[src/rtl/y_integ_pkg.sv]
// y_integ_pkg: state encoding, default widths and saturation limits shared by the y integration stages.
package y_integ_pkg;
   typedef enum logic [1:0] {IDLE, WAIT, ACCUM, OUT} state_e;
   localparam int DEF_DATA_W  = 16;
   localparam int DEF_FRAC_W  = 8;
   localparam int DEF_ACC_W   = 24;
   localparam int DEF_TIMEOUT = 15;
   function automatic longint sat_max(input int w);
      return (longint'(1) << (w - 1)) - 1;
   endfunction
   function automatic longint sat_min(input int w);
      return -(longint'(1) << (w - 1));
   endfunction
endpackage

[src/rtl/y_sat_add.sv]
// y_sat_add: scales a signed product down by FRAC_W and adds it to an accumulator with saturation.
module y_sat_add import y_integ_pkg::*; #(
   parameter int DATA_W = DEF_DATA_W,
   parameter int FRAC_W = DEF_FRAC_W,
   parameter int ACC_W  = DEF_ACC_W
) (
   input  logic signed [ACC_W-1:0]    acc_i,
   input  logic                       clr_i,
   input  logic signed [2*DATA_W-1:0] prod_i,
   output logic signed [ACC_W-1:0]    sum_o
);
   // One guard bit above the wider operand so the raw sum can never wrap before the clamp.
   localparam int SW = (2 * DATA_W > ACC_W ? 2 * DATA_W : ACC_W) + 1;
   localparam logic signed [SW-1:0] MAX = SW'(sat_max(ACC_W));
   localparam logic signed [SW-1:0] MIN = SW'(sat_min(ACC_W));
   logic signed [SW-1:0] acc_x, prod_x, sum_x;
   always_comb begin
      acc_x  = clr_i ? '0 : SW'(acc_i);
      prod_x = SW'(prod_i) >>> FRAC_W;
      sum_x  = acc_x + prod_x;
      sum_o  = sum_x > MAX ? MAX[ACC_W-1:0] : sum_x < MIN ? MIN[ACC_W-1:0] : sum_x[ACC_W-1:0];
   end
endmodule

[src/rtl/y_integ_ctrl.sv]
// y_integ_ctrl: sequences dy/dt samples through an external multi-cycle multiplier
// and accumulates the scaled product into y with saturation and a WAIT timeout.
module y_integ_ctrl import y_integ_pkg::*; #(
   parameter int DATA_W  = DEF_DATA_W,
   parameter int FRAC_W  = DEF_FRAC_W,
   parameter int ACC_W   = DEF_ACC_W,
   parameter int TIMEOUT = DEF_TIMEOUT
) (
   input  logic                  clock,
   input  logic                  reset,
   input  logic                  in_valid,
   output logic                  in_ready,
   input  logic [DATA_W-1:0]     in_dy,
   input  logic [DATA_W-1:0]     in_dt,
   input  logic                  in_clr,
   output logic [DATA_W-1:0]     mul_a,
   output logic [DATA_W-1:0]     mul_b,
   input  logic [2*DATA_W-1:0]   mul_p,
   output logic                  count_en,
   input  logic                  op_done,
   output logic                  out_valid,
   input  logic                  out_ready,
   output logic [ACC_W-1:0]      y_out,
   output logic                  err
);
   localparam int CW = $clog2(TIMEOUT + 1);
   state_e                     state_q, state_d;
   logic [DATA_W-1:0]          mul_a_q, mul_a_d, mul_b_q, mul_b_d;
   logic signed [2*DATA_W-1:0] prod_q, prod_d;
   logic signed [ACC_W-1:0]    acc_q, acc_d, sum;
   logic [CW-1:0]              cnt_q, cnt_d;
   logic                       clr_q, clr_d, out_valid_q, out_valid_d, err_q, err_d;
   y_sat_add #(.DATA_W(DATA_W), .FRAC_W(FRAC_W), .ACC_W(ACC_W)) u_sat_add (
      .acc_i(acc_q), .clr_i(clr_q), .prod_i(prod_q), .sum_o(sum)
   );
   always_ff @(posedge clock or negedge reset) begin
      if (!reset) begin
         state_q     <= IDLE;
         mul_a_q     <= '0;
         mul_b_q     <= '0;
         prod_q      <= '0;
         acc_q       <= '0;
         cnt_q       <= '0;
         clr_q       <= 1'b0;
         out_valid_q <= 1'b0;
         err_q       <= 1'b0;
      end else begin
         state_q     <= state_d;
         mul_a_q     <= mul_a_d;
         mul_b_q     <= mul_b_d;
         prod_q      <= prod_d;
         acc_q       <= acc_d;
         cnt_q       <= cnt_d;
         clr_q       <= clr_d;
         out_valid_q <= out_valid_d;
         err_q       <= err_d;
      end
   end
   always_comb begin
      state_d     = state_q;
      mul_a_d     = mul_a_q;
      mul_b_d     = mul_b_q;
      prod_d      = prod_q;
      acc_d       = acc_q;
      cnt_d       = cnt_q;
      clr_d       = clr_q;
      out_valid_d = out_valid_q;
      err_d       = err_q;
      case (state_q)
         IDLE: if (in_valid) begin
            mul_a_d = in_dy;
            mul_b_d = in_dt;
            clr_d   = in_clr;
            err_d   = err_q & ~in_clr;
            cnt_d   = '0;
            state_d = WAIT;
         end
         // op_done takes priority over a timeout landing in the same cycle.
         WAIT: if (op_done) begin
            prod_d  = mul_p;
            state_d = ACCUM;
         end else if (cnt_q == CW'(TIMEOUT - 1)) begin
            err_d   = 1'b1;
            state_d = IDLE;
         end else begin
            cnt_d   = cnt_q + CW'(1);
         end
         ACCUM: begin
            acc_d       = sum;
            out_valid_d = 1'b1;
            state_d     = OUT;
         end
         OUT: if (out_ready) begin
            out_valid_d = 1'b0;
            state_d     = IDLE;
         end
         default: state_d = IDLE;
      endcase
   end
   assign in_ready  = state_q == IDLE;
   assign count_en  = state_q == WAIT;
   assign mul_a     = mul_a_q;
   assign mul_b     = mul_b_q;
   assign out_valid = out_valid_q;
   assign y_out     = acc_q;
   assign err       = err_q;
endmodule

[config.mk]
export PLATFORM = sky130hd
export DESIGN_NAME = y_integ_ctrl
export DESIGN_NICKNAME = d
export VERILOG_FILES = /design/src/rtl/y_integ_pkg.sv /design/src/rtl/y_sat_add.sv /design/src/rtl/y_integ_ctrl.sv
export SDC_FILE = /design/constraint.sdc
export NUM_CORES = 1
export LEC_CHECK = 0
export CAP_MARGIN = 5
export CORE_ASPECT_RATIO = 1.5
export CORE_MARGIN = 1.5
export CORE_UTILIZATION = 30
export CTS_CLUSTER_SIZE = 8
export DETAILED_ROUTE_END_ITERATION = 6
export PLACE_DENSITY = 0.64
export SLEW_MARGIN = 10
export SYNTH_ARGS = -nofsm -noshare
export SYNTH_HDL_FRONTEND = slang
export SYNTH_SLANG_ARGS = --single-unit
[constraint.sdc]
create_clock -name clock -period 3.02 [get_ports clock]
set_input_delay 0.755 -clock clock [delete_from_list [all_inputs] [get_ports clock]]
set_output_delay 0.755 -clock clock [all_outputs]
set_load 0.005 [all_outputs]
==> Yosys cells after proc, flatten, opt, wreduce, memory -nomap -nowiden <==
Cells that the tools add are included.
{ "classes": {"magnitude_cmp": 2, "reduce_logical": 9, "add_sub_neg": 2, "n_eq_ne": 10, "bitwise_logic": 2, "muxes": 18} }
{ "op_table": {"columns": ["cell", "n"], "rows": [
  ["24-bit two-way mux", 2],
  ["33-bit by 24-bit adder with 33-bit output", 1],
  ["33-bit by 24-bit greater-than comparator with 1-bit output (second input constant)", 1],
  ["33-bit by 24-bit less-than comparator with 1-bit output (second input constant)", 1],
  ["33-bit two-way mux", 1],
  ["4-bit two-way mux", 3],
  ["2-bit two-way mux", 4],
  ["2-bit inequality test (second input constant)", 4],
  ["2-bit case mux with 4 select lines", 1],
  ["4-bit case mux with 2 select lines", 1],
  ["4-bit AND reduction", 2],
  ["2-bit AND reduction", 3],
  ["4-bit by 1-bit adder with 4-bit output (second input constant)", 1],
  ["2-bit equality test (second input constant)", 2],
  ["4-bit equality test (second input constant)", 1],
  ["1-bit two-way mux", 4],
  ["1-bit case mux with 2 select lines", 2],
  ["2-bit nonzero test", 2],
  ["3-bit by 1-bit inequality test with 1-bit output (second input constant)", 1],
  ["3-bit AND reduction", 1],
  ["2-bit by 1-bit equality test with 1-bit output (second input constant)", 1],
  ["2-bit zero test", 1],
  ["2-bit by 1-bit inequality test with 1-bit output (second input constant)", 1],
  ["1-bit AND", 1],
  ["1-bit NOT", 1]
]} }
{ "word_totals": {"regBits": 97, "output_inout_bits": 60, "input_bits": 70, "elab_cells": 52} }

==> Logic depth before layout (Yosys ltp) <==
Gate-level depths: netlist of the first run.
{ "logic_depth": {"ltp_word": 5, "ltp_mapped": 14, "mapped_depth_nobuf": 12} }

==> Cells and area by module <==
Synthesis of the first run repeated with hierarchy kept, for this count alone.
{ "unflattened": {"cells_unflattened": 513, "area_unflattened_um2": 5407.7} }
{ "modules_own_cells": {"columns": ["mod", "seq_area_each_um2", "instances", "cells_per_inst", "area_per_inst_um2"], "rows": [
  ["y_integ_ctrl", 2427.3, 1, 301, 3906.2],
  ["y_sat_add", 0.0, 1, 212, 1501.4]
]} }

==> Worst setup path before layout of the first run <==
No wires, ideal clock.
{ "synth_timing": {"path_type": "register -> register", "start": "reg clr_q", "end": "reg acc_q[20] (netlist: y_out[20])", "slack_ns": 0.033, "stages_incl_launch_ff": 13, "required_ns": 2.894, "t_arrival_ns": 2.861, "setup_time_ns": 0.126, "n_path_buf": 2, "period_less_slack_ns": 2.987, "cell_sequence": "dfrtp_1 -> clkbuf_1 -> nor2b_1 -> ha_1 -> and4_4 -> and2_4 -> a221o_1 -> a221oi_2 -> a21oi_2 -> a211oi_4 -> nor2_2 -> buf_6 -> a221o_1"} }
{ "synth_via": {"elab_chain_len": 5, "word_cells_on_any_way": 6, "classes_between": "1 x add/sub; 2 x order compare; 3 x mux"} }
{ "synth_rtl": {"columns": ["element", "line_no", "rtl"], "rows": [
  ["start, declared", "y_integ_ctrl.sv:32", "logic clr_q, clr_d, out_valid_q, out_valid_d, err_q, err_d;"],
  ["start signal, assigned", "y_integ_ctrl.sv:54", "clr_q <= clr_d;"],
  ["33-bit two-way mux *", "y_sat_add.sv:18", "acc_x = clr_i ? '0 : SW'(acc_i);"],
  ["33-bit by 24-bit adder with 33-bit output *", "y_sat_add.sv:20", "sum_x = acc_x + prod_x;"],
  ["33-bit by 24-bit less-than comparator with 1-bit output", "y_sat_add.sv:21", "sum_o = sum_x > MAX ? MAX[ACC_W-1:0] : sum_x < MIN ? MIN[ACC_W-1:0] : sum_x[ACC_W-1:0];"],
  ["24-bit two-way mux", "y_sat_add.sv:21", null],
  ["24-bit two-way mux *", "y_sat_add.sv:21", null],
  ["end signal, assigned", "y_integ_ctrl.sv:42", "acc_q <= '0;"],
  ["end signal, assigned", "y_integ_ctrl.sv:52", "acc_q <= acc_d;"],
  ["end, declared", "y_integ_ctrl.sv:30", "logic signed [ACC_W-1:0] acc_q, acc_d, sum;"]
]} }
Every way passes the cells marked *; elsewhere a longest branch is shown, timed or not.
A chain may end at the register's enable or synchronous reset.

==> Worst setup path in the final report of the first run <==
{ "layout_timing": {"start": "reg clr_q", "end": "reg acc_q[0] (netlist: y_out[0])"} }
The elaborated chain is that of the path after synthesis.

==> results of run 1 <==
cell type report:
class / instances / area (um^2) / area share
Tap cell: 203 / 254 / 0.0357
Multi-Input combinational cell: 307 / 2550 / 0.359
Clock inverter: 4 / 51.3 / 0.00722
Sequential cell: 89 / 2230 / 0.314
Timing Repair Buffer: 188 / 1730 / 0.244
Inverter: 10 / 37.5 / 0.00528
Clock buffer: 12 / 256 / 0.0361
registers in the layout, summed over array words and instances (netlist names), named ones only:
| name | flops |
|---|---|
| clr_q | 1 |
| cnt_q | 4 |
| err | 1 |
| mul_a | 16 |
| mul_b | 16 |
| out_valid | 1 |
| prod_q | 24 |
| state_q | 1 |
| y_out | 24 |
final timing paths:
| check | startpoint | end | slack (ps) |
|---|---|---|---|
| max in group asynchronous | reset | clr_q | 1830 |
| worst max-delay path | clr_q | y_out[0] | -80 |
| worst min register to register | out_valid | out_valid | 500 |
| worst max register to register | clr_q | y_out[0] | -80 |
| worst min-delay path | reset | y_out[2] | 400 |
| min in group clock | out_valid | out_valid | 500 |
repair_timing:
action,in CTS,in global routing
pin swaps,3,10
buffers inserted,5,5
endpoints found under the hold margin,0,0
setup endpoints to repair,23,23
gates cloned,0,1
resized for setup,11,18
report_power, final:
group          internal (uW)  switching (uW)  total [uW]
sequential              1800             403        2210
combinational           3330            2590        5920
clock                    687             464        1150
layer usage:
metal / share of wire / vias to the layer above
met2: 0.57 / 96
met3: 0.052 / 18
li1: - / 1909
met5: 0 / -
met1: 0.36 / 1969
met4: 0.018 / 0
metrics by stage:
step | total power (uW) | TNS (ps) | hold slack (ps)
after floorplan | 5380 | 0 | 459
after global placement | 7720 | -3260 | 473
after detailed placement | 7860 | -4010 | 483
after CTS | 9190 | -829 | 427
after global routing | 10000 | -4710 | 449
final | 9280 | -1180 | 405
cell usage in the layout, fill, tap and decap left out, types with 8 or more instances in the layout:
cell type,n
mux2_2,57
a21oi_1,22
clkdlybuf4s50_1,120
inv_1,10
ha_1,25
xor2_1,8
clkbuf_16,9
nor2_1,9
xnor2_1,13
nor2b_1,25
buf_4,61
a221o_1,20
dfrtp_1,88
nand2_1,29
cell families after synthesis:
family / after synthesis / share of synthesized area
simple gates: 97 / 0.105
flops: 89 / 0.463
buf+inv: 26 / 0.0240
compound gates: 104 / 0.162
fa+ha+maj: 27 / 0.0719
xor+xnor: 22 / 0.0401
mux: 57 / 0.134
==> out/qor.txt, run 1 <==
status - finished, violations left
violated checks - setup timing
Area Growth Syn to Fin - 47.9%
die footprint - 16800 um^2
CTS Hold Bufs - 0
initial antenna violation count - 0
root buffer cell - clkbuf_16
CTS tree - done
total CTS buffers - 9
Routed Wire Length - 13000 um
Clock Latency Late Sink - 340 ps
minimum clock period - 3100 ps
Vert. Die Dim - 158 um
yosys warns - 0
Final WS setup - -77.4 ps
DR DRC count - 0
worst vdd ir - 0.444 mV
Slew headroom - 0.511
arrival time of the worst setup path - 3320 ps
Tcrit/Tclk final - 1.03
max-slew violations - 0
wire per inst - 16.0 um
crit path launch type - flip-flop
routing usage on met3 - 0.0424
# fillers - 1471
vias in the first global route - 4386
CP max stage delay - 460 ps
Std-Cell Core Area - 15600 um^2
max-cap violation count - 0
post-place setup slack - -207 ps
Post-synth EDFFs - 0
met1 Usage GRT - 0.158
H-tree Lvls - 3
most frequent cells after synthesis - dfrtp_1, mux2_2, nand2_1
vias - 3992
CP Buf/Inv Count - 2
Worst Setup End Kind - flip-flop
width of the die - 106 um
number of diodes - 0
Yosys reg bits - 89
Max Clk Rate - 0.323 GHz
non-filler instance count after layout - 813
Seq/Total Area, Yosys - 0.463
Initial Utilization - 0.308
Lkg Pwr - 0.00312 uW
top-area cell type share of the netlist area - 0.463
Cell Area, Placed - 6620 um^2
Overflow after GRT - 0
Post-synth top flop - dfrtp_1
Final Hold Vio Count - 0
drt via density - 4.91
grt met2 use - 0.313
endpoints failing setup - 19
PwrDens - 1300 nW/um^2
I/O pin total - 130
CP required - 3240 ps
syn avg cell area - 11.4 um^2
dominant cells by area after synthesis - dfrtp_1, mux2_2, ha_1
number of distinct library cells after synthesis - 52
Finished Core Util - 0.455
min-delay worst type - input port to async pin
pin count of the biggest net entering global routing - 44
WP depth - 12
synthesized instance count - 422
syn nets - 519
clk slew on worst S/H paths - 70 ps
RSZ-0062 raised after global routing - yes
kind of cell adding the most delay to the critical path - compound AO/OA/AOI/OAI gates
crit-path cells - buf_6, nor2b_2, ha_1, and4_4, and2_4, a221o_1, a221oi_4, a21oi_4, a211oi_4, nor2_4, buf_6, a221o_1
most frequent cell after synthesis - dfrtp_1
routability cong. - 0.916
Placed Cells - 787
Max Root-Sink Buffers - 2
Port Buffer Count - 121
CTS sink count - 89
CP Max Fanout - 10
cell area after synthesis - 4810 um^2
DRT iter0 DRCs - 106
first-pass GRT wire length - 20900 um
WS Path Type - flip-flop to flip-flop
DRT Pass-1 Iters - 4
GRT Overall Usage - 0.159
post-DP HPWL - 9750 um
Worst R2R Path Depth - 12
Worst Tran Pin Value - 733 ps
row count - 56
Most Crowded Layer GR - met2
fin area - 7110 um^2
ANT nets after route - 0
area leader, netlist - dfrtp_1
worst clock skew - 8.85 ps
Layout Nets - 702
slowest CP cell - dfrtp_2
layout cells sized above 1 - 0.267
Synth async-reset ratio - 1.00
(Power assumes the default switching activity.)
==> run 2, diff against run 1 <==
--- a/config.mk
+++ b/config.mk
@@ -12,6 +12,7 @@
 export CTS_CLUSTER_SIZE = 8
 export DETAILED_ROUTE_END_ITERATION = 6
 export PLACE_DENSITY = 0.64
+export REMOVE_ABC_BUFFERS = 1
 export SLEW_MARGIN = 10
 export SYNTH_ARGS = -nofsm -noshare
 export SYNTH_HDL_FRONTEND = slang
==> run 2 against run 1 <==
  * Non-clock buffer count increased by 37
  * Combinational power up 16%
  * Worst hold slack got worse by 1.6 ps
  * Via count grew 5.3%
  * Critical path depth increased by 1
  * The run still ends with setup timing left
  * Critical path type unchanged
  * Maximum frequency fell by 1.6%
  * Final cell count increased by 4.8%
  * Sequential cell count stayed put
==> out/qor.txt, run 2 (same netlist as run 1, synthesis figures left out) <==
max-slew violations - 0 (unchanged)
Final Hold Vio Count - 0 (unchanged)
WS Path Type - flip-flop to flip-flop
arrival time of the worst setup path - 3380 ps (+60 ps)
I/O pin total - 130 (unchanged)
min-delay worst type - input port to async pin
H-tree Lvls - 3 (unchanged)
Routed Wire Length - 13900 um (+7.3%)
# fillers - 1432 (-2.7%)
width of the die - 106 um (unchanged)
initial antenna violation count - 0 (unchanged)
layout cells sized above 1 - 0.341 (+0.0733)
CTS Hold Bufs - 0 (unchanged)
Lkg Pwr - 0.00334 uW (+7.1%)
DRT Pass-1 Iters - 4 (unchanged)
Std-Cell Core Area - 15600 um^2 (unchanged)
Max Clk Rate - 0.318 GHz (-1.6%)
ANT nets after route - 0 (unchanged)
max-cap violation count - 0 (unchanged)
CP Max Fanout - 6 (-4)
Max Root-Sink Buffers - 2 (unchanged)
clk slew on worst S/H paths - 70 ps (about the same)
DRT iter0 DRCs - 141 (+33%)
CTS tree - done
drt via density - 4.93 (+0.49%)
worst clock skew - 6.94 ps (-1.91 ps)
vias in the first global route - 4437 (+1.2%)
total CTS buffers - 9 (unchanged)
CTS sink count - 89 (unchanged)
status - finished, violations left
Slew headroom - 0.606 (+0.0947)
Tcrit/Tclk final - 1.04 (+0.0170)
root buffer cell - clkbuf_16
PwrDens - 1340 nW/um^2 (+2.7%)
worst vdd ir - 0.465 mV (+4.9%)
endpoints failing setup - 22 (+3)
Overflow after GRT - 0 (unchanged)
wire per inst - 16.4 um (+2.4%)
most frequent cells in the layout - clkdlybuf4s50_1, buf_4, dfrtp_1
GRT Overall Usage - 0.168 (+0.00975)
Clock Latency Late Sink - 350 ps (about the same)
post-DP HPWL - 9730 um (-0.27%)
Final TNS setup - -2220 ps (-1050 ps)
Initial Utilization - 0.308 (unchanged)
row count - 56 (unchanged)
violated checks - setup timing
CP required - 3250 ps (about the same)
Worst Tran Pin Value - 591 ps (-142 ps)
Port Buffer Count - 121 (unchanged)
Layout Nets - 741 (+5.6%)
Final WS setup - -129 ps (-51.3 ps)
die footprint - 16800 um^2 (unchanged)
pin count of the biggest net entering global routing - 44 (unchanged)
Vert. Die Dim - 158 um (unchanged)
DR DRC count - 0 (unchanged)
non-filler instance count after layout - 852 (+4.8%)
crit path launch type - flip-flop
post-place setup slack - -481 ps (-274 ps)
RSZ-0062 raised after global routing - yes
first-pass GRT wire length - 22000 um (+5.0%)
commonest non-fill, non-tap cell in the layout - clkdlybuf4s50_1
routability cong. - 0.858 (-6.3%)
number of diodes - 0 (unchanged)
vias - 4204 (+5.3%)
Worst Setup End Kind - flip-flop
Area Growth Syn to Fin - 57.9%
minimum clock period - 3150 ps (+51.3 ps)
Placed Cells - 819 (+4.1%)
-- run 2: what timing repair did --
action,in CTS,in global routing
setup buffers,5,8
cloned,3,1
gates resized for setup,14,46
pin swaps,8,30
setup endpoints to repair,23,23
-- run 2: layout make-up --
class	count	area, um^2	area share
flip-flops and latches	89	2230	0.294
clock inverters	7	61.3	0.00808
well taps	203	254	0.0335
inverters	10	37.5	0.00495
clock buffers	9	225	0.0297
multi-input cells	309	2710	0.356
repair buffers	225	2080	0.274
-- run 2: metrics by stage --
stage	util	total power, uW	hold slack (ps)	instance area, um^2
after floorplan	-	5310	459	4730
after global placement	0.441	8020	489	6880
after detailed placement	0.441	8140	495	6880
after CTS	0.466	9560	436	7280
after global routing	0.486	10900	447	7590
final	0.486	10200	403	7590
-- run 2: metal layers --
metal | wire length (um) | track usage | up-vias | share of wire
met5 | 0 | 0 | - | 0
met4 | 339 | 0.0689 | 0 | 0.024
met3 | 627 | 0.0387 | 25 | 0.045
met2 | 7830 | 0.322 | 95 | 0.56
met1 | 5150 | 0.175 | 2089 | 0.37
li1 | - | - | 1995 | -
-- run 2: power by group --
part / internal, uW / switching, uW
registers: 1800 / 388
logic: 3920 / 2960
clock network: 577 / 522
-- run 2: worst max-delay path: stages, from the launching register on --
cell	delay, ps
dfrtp_2	450
buf_8	160
nor2b_4	120
ha_4	200
and4_4	190
and2_4	150
a221o_1	360
a221oi_4	400
a21oi_2	130
buf_4	160
o21ai_4	180
nor2_4	90
buf_6	160
a311o_1	270
-- run 2: path summary, 6_finish.rpt --
check / startpoint / endpoint / slack, ps / depth (start not counted)
max in group asynchronous: reset / mul_b[15] / 1980 / 2
worst max-delay path: clr_q / y_out[14] / -130 / 13
min in group clock: mul_b[8] / mul_b[8] / 510 / 1
worst min register to register: mul_b[8] / mul_b[8] / 510 / 1
worst max register to register: clr_q / y_out[14] / -130 / 13
worst min-delay path: reset / prod_q[14] / 400 / 1
